`src/rtl/taylor_trig_pkg.sv`:
```
// ============================================================================
// Module      : taylor_trig_pkg
// Description : Shared types, mode constants and coefficient helper for the
//               taylor_trig sine/cosine engine.
// Revision    : 1.0 - initial release
// ============================================================================
`default_nettype none

package taylor_trig_pkg;

    typedef enum logic [2:0] {
        S_IDLE     = 3'd0,
        S_SQUARE   = 3'd1,
        S_MUL_X2   = 3'd2,
        S_MUL_COEF = 3'd3,
        S_ACC      = 3'd4,
        S_DONE     = 3'd5
    } state_t;

    localparam logic MODE_COS = 1'b0;
    localparam logic MODE_SIN = 1'b1;

    // floor(2^cw / denom): cos uses (2k-1)(2k), sin uses (2k)(2k+1); k<1 gives 0
    function automatic logic [31:0] coef_value(input logic mode, input int k, input int cw);
        longint denom;
        longint one;
        if (k < 1) begin
            return '0;
        end
        if (mode == MODE_SIN) begin
            denom = longint'(2 * k) * longint'(2 * k + 1);
        end else begin
            denom = longint'(2 * k - 1) * longint'(2 * k);
        end
        one = longint'(1) << cw;
        return 32'(one / denom);
    endfunction

endpackage

`default_nettype wire

```
`src/rtl/taylor_trig_if.sv`:
```
// ============================================================================
// Module      : taylor_trig_if
// Description : Start/ready/done request and result bundle for taylor_trig.
// Revision    : 1.0 - initial release
// ============================================================================
`default_nettype none

interface taylor_trig_if #(
    parameter int W     = 10,
    parameter int TERMS = 8
);
    localparam int NW = $clog2(TERMS + 1);

    logic          start;
    logic          mode;
    logic [NW-1:0] n_terms;
    logic [W-1:0]  x;
    logic          ready;
    logic          done;
    logic [W-1:0]  result;
    logic [NW-1:0] terms_used;

    modport master (
        output start, mode, n_terms, x,
        input  ready, done, result, terms_used
    );

    modport slave (
        input  start, mode, n_terms, x,
        output ready, done, result, terms_used
    );
endinterface

`default_nettype wire

```
`src/rtl/taylor_coef_rom.sv`:
```
// ============================================================================
// Module      : taylor_coef_rom
// Description : Combinational (mode, k) -> reciprocal Taylor coefficient table.
// Revision    : 1.0 - initial release
// ============================================================================
`default_nettype none

module taylor_coef_rom
    import taylor_trig_pkg::*;
#(
    parameter int TERMS = 8,
    parameter int CW    = 16,
    localparam int KW   = $clog2(TERMS + 1)
) (
    input  wire logic          mode,
    input  wire logic [KW-1:0] k,
    output logic      [CW-1:0] coef
);

    localparam int DEPTH = 2 ** KW;

    logic [CW-1:0] w_cos_tab [DEPTH];
    logic [CW-1:0] w_sin_tab [DEPTH];

    // Table covers the full index range so k never needs a bounds check; k=0
    // and k>=TERMS read as zero.
    generate
        for (genvar i = 0; i < DEPTH; i++) begin : g_tab
            if (i < TERMS) begin : g_used
                assign w_cos_tab[i] = CW'(coef_value(MODE_COS, i, CW));
                assign w_sin_tab[i] = CW'(coef_value(MODE_SIN, i, CW));
            end else begin : g_unused
                assign w_cos_tab[i] = '0;
                assign w_sin_tab[i] = '0;
            end
        end
    endgenerate

    always_comb begin
        coef = (mode == MODE_SIN) ? w_sin_tab[k] : w_cos_tab[k];
    end

endmodule

`default_nettype wire

```
`src/rtl/taylor_trig.sv`:
```
// ============================================================================
// Module      : taylor_trig
// Description : Multi-cycle truncated-Taylor sine/cosine engine with early
//               stop on term underflow; FSM controller plus datapath.
// Revision    : 1.0 - initial release
// ============================================================================
`default_nettype none

module taylor_trig
    import taylor_trig_pkg::*;
#(
    parameter int W     = 10,
    parameter int GUARD = 4,
    parameter int TERMS = 8,
    parameter int CW    = 16
) (
    input  wire logic clk,
    input  wire logic rst,
    taylor_trig_if.slave bus
);

    localparam int IF  = W + GUARD;
    localparam int NW  = $clog2(TERMS + 1);
    localparam int AW  = IF + 3;
    localparam int PW  = 2 * (IF + 1);
    localparam int CPW = IF + 1 + CW;

    state_t          r_state;
    state_t          w_next;
    logic [W-1:0]    r_x;
    logic            r_mode;
    logic [NW-1:0]   r_n;
    logic [NW-1:0]   r_k;
    logic [IF:0]     r_x2;
    logic [IF:0]     r_tmp;
    logic signed [AW-1:0] r_acc;
    logic [W-1:0]    r_result;
    logic [NW-1:0]   r_terms;

    logic [IF:0]     w_x_ext;
    logic [PW-1:0]   w_sq_prod;
    logic [IF:0]     w_x2;
    logic [IF:0]     w_tmp0;
    logic [PW-1:0]   w_mx_prod;
    logic [IF:0]     w_tmp_x2;
    logic [CW-1:0]   w_coef;
    logic [CPW-1:0]  w_cf_prod;
    logic [IF:0]     w_tmp_cf;
    logic [NW-1:0]   w_k_inc;
    logic [NW-1:0]   w_n_clamped;
    logic signed [AW-1:0] w_tmp_s;
    logic signed [AW-1:0] w_acc_next;
    logic signed [AW-1:0] w_res_shift;
    logic [AW-1:0]   w_res_u;
    logic [W-1:0]    w_res_sat;

    taylor_coef_rom #(
        .TERMS (TERMS),
        .CW    (CW)
    ) u_rom (
        .mode (r_mode),
        .k    (r_k),
        .coef (w_coef)
    );

    // Datapath arithmetic: unsigned Q1.IF operands, every product floored
    always_comb begin
        w_x_ext    = {1'b0, r_x, {GUARD{1'b0}}};
        w_sq_prod  = PW'(w_x_ext) * PW'(w_x_ext);
        w_x2       = (IF + 1)'(w_sq_prod >> IF);
        w_tmp0     = (r_mode == MODE_SIN) ? w_x_ext : ((IF + 1)'(1) << IF);
        w_mx_prod  = PW'(r_tmp) * PW'(r_x2);
        w_tmp_x2   = (IF + 1)'(w_mx_prod >> IF);
        w_cf_prod  = CPW'(r_tmp) * CPW'(w_coef);
        w_tmp_cf   = (IF + 1)'(w_cf_prod >> CW);
        w_k_inc    = r_k + NW'(1);
        w_tmp_s    = $signed({{(AW - IF - 1){1'b0}}, r_tmp});
        w_acc_next = r_k[0] ? (r_acc - w_tmp_s) : (r_acc + w_tmp_s);
    end

    always_comb begin
        w_n_clamped = bus.n_terms;
        if (bus.n_terms == '0) begin
            w_n_clamped = NW'(1);
        end else if (bus.n_terms > NW'(TERMS)) begin
            w_n_clamped = NW'(TERMS);
        end
    end

    // Drop GUARD+1 fraction bits, then clamp into [0, 2^W-1]
    always_comb begin
        w_res_shift = r_acc >>> (GUARD + 1);
        w_res_u     = w_res_shift;
        if (r_acc < 0) begin
            w_res_sat = '0;
        end else if (|w_res_u[AW-1:W]) begin
            w_res_sat = '1;
        end else begin
            w_res_sat = w_res_u[W-1:0];
        end
    end

    always_ff @(posedge clk) begin
        if (rst) begin
            r_state <= S_IDLE;
        end else begin
            r_state <= w_next;
        end
    end

    always_comb begin
        w_next = r_state;
        case (r_state)
            S_IDLE:     if (bus.start) w_next = S_SQUARE;
            S_SQUARE:   w_next = (r_n == NW'(1)) ? S_DONE : S_MUL_X2;
            S_MUL_X2:   w_next = S_MUL_COEF;
            S_MUL_COEF: w_next = (w_tmp_cf == '0) ? S_DONE : S_ACC;
            S_ACC:      w_next = (w_k_inc == r_n) ? S_DONE : S_MUL_X2;
            S_DONE:     w_next = S_IDLE;
            default:    w_next = S_IDLE;
        endcase
    end

    // Result is presented combinationally during DONE so it is valid with the pulse
    always_comb begin
        bus.ready      = (r_state == S_IDLE);
        bus.done       = (r_state == S_DONE);
        bus.result     = (r_state == S_DONE) ? w_res_sat : r_result;
        bus.terms_used = (r_state == S_DONE) ? r_k : r_terms;
    end

    always_ff @(posedge clk) begin
        if (rst) begin
            r_x      <= '0;
            r_mode   <= MODE_COS;
            r_n      <= '0;
            r_k      <= '0;
            r_x2     <= '0;
            r_tmp    <= '0;
            r_acc    <= '0;
            r_result <= '0;
            r_terms  <= '0;
        end else begin
            case (r_state)
                S_IDLE: begin
                    if (bus.start) begin
                        r_x    <= bus.x;
                        r_mode <= bus.mode;
                        r_n    <= w_n_clamped;
                    end
                end
                S_SQUARE: begin
                    r_x2  <= w_x2;
                    r_tmp <= w_tmp0;
                    r_acc <= $signed({{(AW - IF - 1){1'b0}}, w_tmp0});
                    r_k   <= NW'(1);
                end
                S_MUL_X2:   r_tmp <= w_tmp_x2;
                S_MUL_COEF: r_tmp <= w_tmp_cf;
                S_ACC: begin
                    r_acc <= w_acc_next;
                    r_k   <= w_k_inc;
                end
                S_DONE: begin
                    r_result <= w_res_sat;
                    r_terms  <= r_k;
                end
                default: ;
            endcase
        end
    end

endmodule

`default_nettype wire

```
`src/flat_wrapper.sv`:
```
// flat-port wrapper written by rule: the top's interface ports become plain ports
module taylor_trig_flat import taylor_trig_pkg::*;
#(
    parameter int W     = 10,
    parameter int GUARD = 4,
    parameter int TERMS = 8,
    parameter int CW    = 16
)
  (clk, rst, bus_start, bus_mode, bus_n_terms, bus_x, bus_ready, bus_done, bus_result, bus_terms_used);
  taylor_trig_if #(.W(W), .TERMS(TERMS)) bus_i ();
  input  wire logic clk;
  input  wire logic rst;
  input wire logic [$bits(bus_i.start)-1:0] bus_start;
  input wire logic [$bits(bus_i.mode)-1:0] bus_mode;
  input wire logic [$bits(bus_i.n_terms)-1:0] bus_n_terms;
  input wire logic [$bits(bus_i.x)-1:0] bus_x;
  output wire logic [$bits(bus_i.ready)-1:0] bus_ready;
  output wire logic [$bits(bus_i.done)-1:0] bus_done;
  output wire logic [$bits(bus_i.result)-1:0] bus_result;
  output wire logic [$bits(bus_i.terms_used)-1:0] bus_terms_used;
  assign bus_i.start = bus_start;
  assign bus_i.mode = bus_mode;
  assign bus_i.n_terms = bus_n_terms;
  assign bus_i.x = bus_x;
  assign bus_ready = bus_i.ready;
  assign bus_done = bus_i.done;
  assign bus_result = bus_i.result;
  assign bus_terms_used = bus_i.terms_used;
  taylor_trig #(.W(W), .GUARD(GUARD), .TERMS(TERMS), .CW(CW)) u_core (.clk(clk), .rst(rst), .bus(bus_i));
endmodule
```
`config.mk`:
```
export PLATFORM = sky130hd
export DESIGN_NAME = taylor_trig_flat
export DESIGN_NICKNAME = d
export VERILOG_FILES = /design/src/rtl/taylor_trig_pkg.sv /design/src/rtl/taylor_trig_if.sv /design/src/rtl/taylor_coef_rom.sv /design/src/rtl/taylor_trig.sv /design/src/flat_wrapper.sv
export SDC_FILE = /design/constraint.sdc
export NUM_CORES = 1
export LEC_CHECK = 0
export CAP_MARGIN = 40
export CORE_MARGIN = 2
export CORE_UTILIZATION = 55
export DETAILED_ROUTE_END_ITERATION = 12
export PLACE_DENSITY_LB_ADDON = 0.15
export SYNTH_ARGS = -nofsm -noshare
export SYNTH_HDL_FRONTEND = slang
export SYNTH_SLANG_ARGS = --single-unit
```
`constraint.sdc`:
```
create_clock -name clk -period 21.4 [get_ports clk]
set_input_delay 6.42 -clock clk [delete_from_list [all_inputs] [get_ports clk]]
set_output_delay 6.42 -clock clk [all_outputs]
set_load 0.02 [all_outputs]
```
==> metrics.md, run 1 <==
| Metric | Value |
|---|---|
| Logic pwr share | 51.4% |
| Reg clk slew, reported paths | roughly 0.070 ns |
| Synth Warn # | 0 |
| Die footprint | around 40000 µm² |
| Finish-stage setup viols | 0 |
| Internal power | 378.2 µW |
| N_diodes | 0 |
| Post-route clock skew | approximately 0.016 ns |
| Post-synthesis simple-gate area fraction | about a fifth |
| CP max FO | 28 |
| Max-slew violations | 0 |
| Fillers | 3409 |
| Pre-antenna DRT Iters | 5 |
| Wirelength, routed | between 50000 and 60000 µm |
| Clk pwr share | a little over a fifth |
| Hold Slack | 0.4914 ns |
| Endpoint type of the worst setup path | primary output |
| XOR/XNOR Fraction of Synth Area | 3.131% |
| Number of global-route vias before repair | about 17000 |
| Hold path depth | 2 |
| Leakage | between 0.01 and 0.015 µW |
| DR vias/cell | 5.533 |
| Critical path class | flip-flop to primary output |
| R2r endpoint | u_core.r_state[0] |
| Synth-to-Final Area Change | 5.212% |
| R2R Setup Slk | 12.55 ns |
| Post-synth EDFFs | 0 |
| Die X | around 200 µm |
| Net switching power figure | approximately 330 µW |
| Hold Path Sink | u_core.r_acc[0] |
| Cell accounting for the most synthesized area | fa_1 |
| Post-synthesis sequential area ratio | roughly 7.8% |
| I/O pin cnt | 34 |
| Post-synthesis mux area share | less than 1% |
| Worst path arrival time | approximately 3.2 ns |
| Worst r2r path cells | 29 |
| Slew HR | a little over a third |
| Site Rows | just over 70 |
| Hold violation total from the final report | 0 |
| Synth Area in Compound Gates | under 10% |
| Cell Count, Final, Fillers Out | about 3000 |
| Die height | 199.3 µm |
| Synthesized net count | 3104 |
| Worst r2r src | u_core.r_k[0] |
| GRT Overall Usage | between 20% and 30% |
| Worst Max-Slew Pin Slew | between 0.9 and 1 ns |
| Adder-Cell Fraction of Synth Area | between 50% and 60% |
| Pwr dens | approximately 32 nW/µm² |
| Detail Route met2 WL | between 20000 and 30000 µm |
| Nets | ~3100 |
| Largest net degree at the start of global routing | 59 |
| Worst EP required | between 10 and 15 ns |
| Max incr delay on CP | 0.72 ns |
| Placed Cells | around 3000 |
| Unrepaired setup endpoints after global routing | false |
| Largest family of logic cells by synthesized area | adder cells |
| Post-route DRC violation count | 0 |
| Setup_tns | 0 ns |
| CP startpoint | u_core.r_state[0] |
| Layout cell share with drive strength beyond 1 | approximately 3.5% |
| Via Count | about 16000 |
| Tcrit/Tclk final | 45.12% |
| Post-synth ARST share | 0% |
| Total CTS buffers | 9 |
| Clock sinks | between 80 and 90 |
| Slowest CP cell | dfxtp_1 |
| Initial DRC Count | between 900 and 1000 |
| Switching part of the total | between 40 and 50% |
| Routed WL per cell | 17.41 µm |
| Most frequent cell after synthesis | inv_1 |
| CTS H-tree depth | 3 |
| Crit path cell chain | inv_1 -> nor2_1 -> nand2_1 -> o31ai_1 -> clkdlybuf4s50_1 |
| Max Buffers Root-to-Sink | 2 |
| Average size of a mapped cell | 8.518 µm² |
| Worst skew pair latency | approximately 0.35 ns |
| Synth Instances | between 2000 and 2500 |
| Root Buffer | clkbuf_16 |
| VDD IR-drop max | approximately 0.057 mV |
| Core Util, Final | 58.74% |
| Status | finished clean |
| Hold Crit Start | u_core.r_acc[0] |
| Top Metal Used | met4 |
| CTS tree | yes |
| Distinct cells, synth | a little over 70 |
| Initial antenna violation count | 0 |
| Core Region | about 38000 µm² |
| Routed wl met3 | about 1900 µm |
| Seq pwr share | approximately 27% |
| Worst hold path class | flip-flop to flip-flop |
| Synth top area cells | fa_1 35%, ha_1 16%, dfxtp_1 7.8%, and2_1 7.8%, inv_1 7.5% |
| Resize count post-CTS | 0 |
| FF+latch count, synth | between 80 and 90 |
| I/O Buffers | 33 |
| Min cycle time layout | about 9.7 ns |
| Final ANT Viol Nets | 0 |
| Mapped Area | between 20000 and 25000 µm² |
| Postcts setup bufs | 0 |
| Post-synth top cells | 417 x inv_1, 363 x fa_1, 329 x nand2_1 |
| Primary FF master, synth | dfxtp_1 |
| Place WS | ~12 ns |
| Hold_buf cts | 0 |
| Final WS setup | between 10 and 15 ns |
| Synth top area share | between 30% and 40% |
| Metal-1 WL | between 20000 and 25000 µm |
| Critical path launch point type | flip-flop |
| Fmax | just over 0.1 GHz |
| Max_cap viols | 0 |
| First-pass GRT wire length | between 80000 and 90000 µm |
| Initial Utilization | between 50% and 60% |
| GR Overflow Total | 0 |
| Dpl hpwl | 39790 µm |
| GPL Wtd Cong | around 0.89 |
layer usage:
metal / track usage, % / vias to the layer above
li1: - / 7646
met1: 36.92 / 8170
met2: 47.75 / 345
met3: 2.127 / 77
met4: 7.463 / 0
met5: 0 / -
area by class of cell:
class | count | area [µm²] | area share (%)
multi-input cells | 1831 | 17290 | 78.31
flip-flops and latches | 82 | 1642 | 7.437
inverters | 420 | 1577 | 7.142
well taps | 511 | 639.4 | 2.896
repair buffers | 75 | 638.1 | 2.891
clock buffers | 10 | 239.0 | 1.083
clock inverters | 6 | 53.80 | 0.2437
flip-flops by register name, indices dropped and copies added (netlist names):
signal           count
u_core.r_acc        17
u_core.r_mode        1
u_core.r_k           4
u_core.r_terms       4
u_core.r_x2         14
u_core.r_result     10
u_core.r_n           4
u_core.r_state       3
u_core.r_x          10
u_core.r_tmp        15
critical path: cells and delay by family (launching register included):
kind            cells  cell delay, ns
flops               1            0.72
simple gates        2            0.72
buf+inv             2            0.91
compound gates      1            0.53
kinds of logic (layout without fill, tap and decap cells):
family	Yosys count	after routing
AND/OR/NAND/NOR	834	834
adder cells (fa/ha/maj)	623	623
buffers and inverters	550	511
AO/OA/AOI/OAI	292	292
flip-flops	82	82
XOR/XNOR	75	75
multiplexers	7	7
stage by stage:
| stage | cell area, µm² | total power (µW) |
|---|---|---|
| 5_1_grt | 22070 | 759.5 |
| 3_3_place_gp | 21740 | 541.6 |
| 6_report | 22070 | 705.3 |
| 2_1_floorplan | 20980 | 438.4 |
| 4_1_cts | 22070 | 705.0 |
| 3_5_place_dp | 21780 | 549.1 |
power groups by stage:
stage	logic (µW)	clock network, µW	registers, µW
global route	405	163	191
finish	362	154	189
detailed placement	357	0	192
CTS	361	156	188
floorplan	265	0	173
global placement	350	0	191
cells in the final DEF (no fill, tap or decap), types with 23 or more instances in the layout:
master and n:
fa_1 363, o21ai_0 39, xor2_1 23, buf_4 41, nor3_1 38, clkdlybuf4s50_1 32
inv_1 417, dfxtp_1 82, a21oi_1 110, nand3_1 28, and2_1 261, nand2_1 329
nor2_1 108, xnor2_1 52, ha_1 260
how the worst max path moves through the flow:
stage,slack (ns),endpoint
after floorplan,13.27,bus_result[6]
after global placement,12.24,bus_result[4]
after detailed placement,12.15,bus_result[5]
after CTS,11.76,bus_result[5]
after global routing,11.45,bus_result[3]
final,11.74,bus_result[5]
Power figures use the tool's default switching activity.
==> inputs of run 2 (changes only) <==
Clock period 21.4 ns to 7.85 ns, I/O delays scaled along.
==> metrics.md, run 2 (same netlist as run 1, synthesis figures left out) <==
| Metric | Value |
|---|---|
| Most common cell after layout, fill and taps aside | inv_1 |
| Die footprint | between 30000 and 40000 µm² |
| Hold_buf cts | 0 |
| Worst path arrival time | 7.80 ns |
| Cell Count, Final, Fillers Out | slightly below 3000 |
| Pwr dens | 89.26 nW/µm² |
| Final ANT Viol Nets | 0 |
| Site Rows | just over 70 |
| Die X | 199.3 µm |
| Slowest CP cell | or4_4 |
| R2r endpoint | u_core.r_state[0] |
| Hold Crit Start | u_core.r_acc[0] |
| Status | finished clean |
| Biggest register | u_core.r_acc |
| Layout cell share with drive strength beyond 1 | 4.713% |
| Net switching power figure | slightly above 900 µW |
| Initial antenna violation count | 1 |
| Seq pwr share | between 20% and 30% |
| R2R Setup Slk | approximately 0.32 ns |
| Clock sinks | 82 |
| Worst r2r src | u_core.r_k[0] |
| Worst Max-Slew Pin Slew | 0.9547 ns |
| Place WS | between 0.04 and 0.05 ns |
| Core Region | about 38000 µm² |
| Post-route DRC violation count | 0 |
| Switching part of the total | between 40% and 50% |
| Tot Pwr | approximately 2000 µW |
| CP max FO | 25 |
| Max incr delay on CP | roughly 0.56 ns |
| I/O Buffers | 33 |
| Hold Path Sink | u_core.r_acc[0] |
| Tcrit/Tclk final | 95.96% |
| Internal power | 1069 µW |
| Wirelength, routed | 53130 µm |
| Synth-to-Final Area Change | 6.465% |
| Routed WL per cell | roughly 18 µm |
| Hold path depth | 2 |
| Worst r2r path cells | 30 |
| Number of global-route vias before repair | between 15000 and 20000 |
| Min cycle time layout | approximately 7.5 ns |
| I/O pin cnt | 34 |
| Largest registers | u_core.r_acc x17, u_core.r_tmp x15, u_core.r_x2 x14 |
| Max reg flops | 17 |
| Critical path launch point type | flip-flop |
| Worst EP required | around 8.1 ns |
| Dpl hpwl | about 42000 µm |
| Logic pwr share | a little under 50% |
| Hold violation total from the final report | 0 |
| Via Count | 16470 |
| Largest net degree at the start of global routing | 59 |
| Post-route clock skew | ~0.011 ns |
| Critical path class | flip-flop to flip-flop |
| CP startpoint | u_core.r_k[0] |
| Die height | approximately 200 µm |
| CTS tree | yes |
| Slew HR | a little over a third |
| DR vias/cell | between 5 and 6 |
| Root Buffer | clkbuf_16 |
| Reg clk slew, reported paths | 0.07 ns |
| Endpoint type of the worst setup path | flip-flop |
| Worst skew pair latency | around 0.36 ns |
| Cell Area, Placed | 21920 µm² |
| Design area | approximately 22000 µm² |
| GR Overflow Total | 0 |
| Initial Utilization | 55.83% |
| Pre-antenna DRT Iters | 5 |
| Fillers | roughly 3400 |
| Nets | around 3000 |
| Initial DRC Count | slightly above 900 |
| CTS H-tree depth | 3 |
| Most used cell, CP | fa_1 |
| Core Util, Final | approximately three fifths |
| Commonest cells after routing, fill and taps aside | 417 x inv_1, 363 x fa_1, 328 x nand2_1 |
| Placed Cells | roughly 3000 |
| VDD IR-drop max | roughly 0.12 mV |
| Final WS setup | around 0.32 ns |
| Finish-stage setup viols | 0 |
| Unrepaired setup endpoints after global routing | true |
| Max-slew violations | 0 |
| GRT Overall Usage | ~29% |
| Leakage | about 0.011 µW |
| First-pass GRT wire length | approximately 90000 µm |
| Total CTS buffers | 9 |
| Worst hold path class | flip-flop to flip-flop |
| GPL Wtd Cong | 0.9074 |
| N_diodes | 0 |
| Max Buffers Root-to-Sink | 2 |
| Max_cap viols | 0 |
| Clk pwr share | approximately 23% |
| Fmax | around 0.13 GHz |
-- run 2: worst max path at each step --
stage                              to  cells past startpoint
CTS                 u_core.r_state[0]                     27
floorplan           u_core.r_state[0]                     29
finish              u_core.r_state[0]                     30
global placement    u_core.r_state[0]                     27
detailed placement  u_core.r_state[0]                     27
global route        u_core.r_state[0]                     28
-- run 2: per-stage QoR --
stage | hold WS (ns) | TNS [ns]
after floorplan | 0.4544 | 0
after global placement | 0.4722 | 0
after detailed placement | 0.4756 | 0
after CTS | 0.4917 | 0
after global routing | 0.5426 | -0.06573
final | 0.4871 | 0
-- run 2: cell type report --
| cell class | count | area [µm²] | area share [%] |
|---|---|---|---|
| inverter | 420 | 1577 | 7.058 |
| multi-input combinational | 1832 | 17370 | 77.77 |
| clock inverter | 7 | 93.84 | 0.4201 |
| tap | 511 | 639.4 | 2.862 |
| timing repair buffer | 90 | 788.3 | 3.529 |
| sequential | 82 | 1643 | 7.355 |
| clock buffer | 9 | 225.2 | 1.008 |
-- run 2: timing repair --
action | in CTS | in global routing
setup buffers | 0 | 0
endpoints found under the hold margin | 0 | 0
gates resized for setup | 0 | 20
endpoints found under the setup margin | 0 | 11
-- run 2: critical path: cells and delay by family, from the launching register on --
family / cells / cell delay (ns)
AO/OA/AOI/OAI: 8 / 1.55
adder cells (fa/ha/maj): 8 / 3.47
buffers and inverters: 6 / 0.62
flip-flops: 1 / 0.31
AND/OR/NAND/NOR: 8 / 1.45
-- run 2: layer usage --
| metal | global-route usage (%) | share of wire, % | wire [µm] | vias up |
|---|---|---|---|---|
| li1 | - | - | - | 7675 |
| met1 | 38.74 | 43 | 23050 | 8252 |
| met2 | 49.12 | 48 | 25570 | 458 |
| met3 | 2.970 | 6.0 | 3181 | 80 |
| met4 | 7.877 | 2.5 | 1326 | 0 |
| met5 | 0 | 0 | 0 | - |
-- run 2: power by group through the flow --
stage                     clock network [µW]  logic (µW)  registers, µW
after floorplan                            0         723            472
after global placement                     0         937            559
after detailed placement                   0         960            556
after CTS                                472         973            547
after global routing                     485        1090            555
final                                    462         981            551
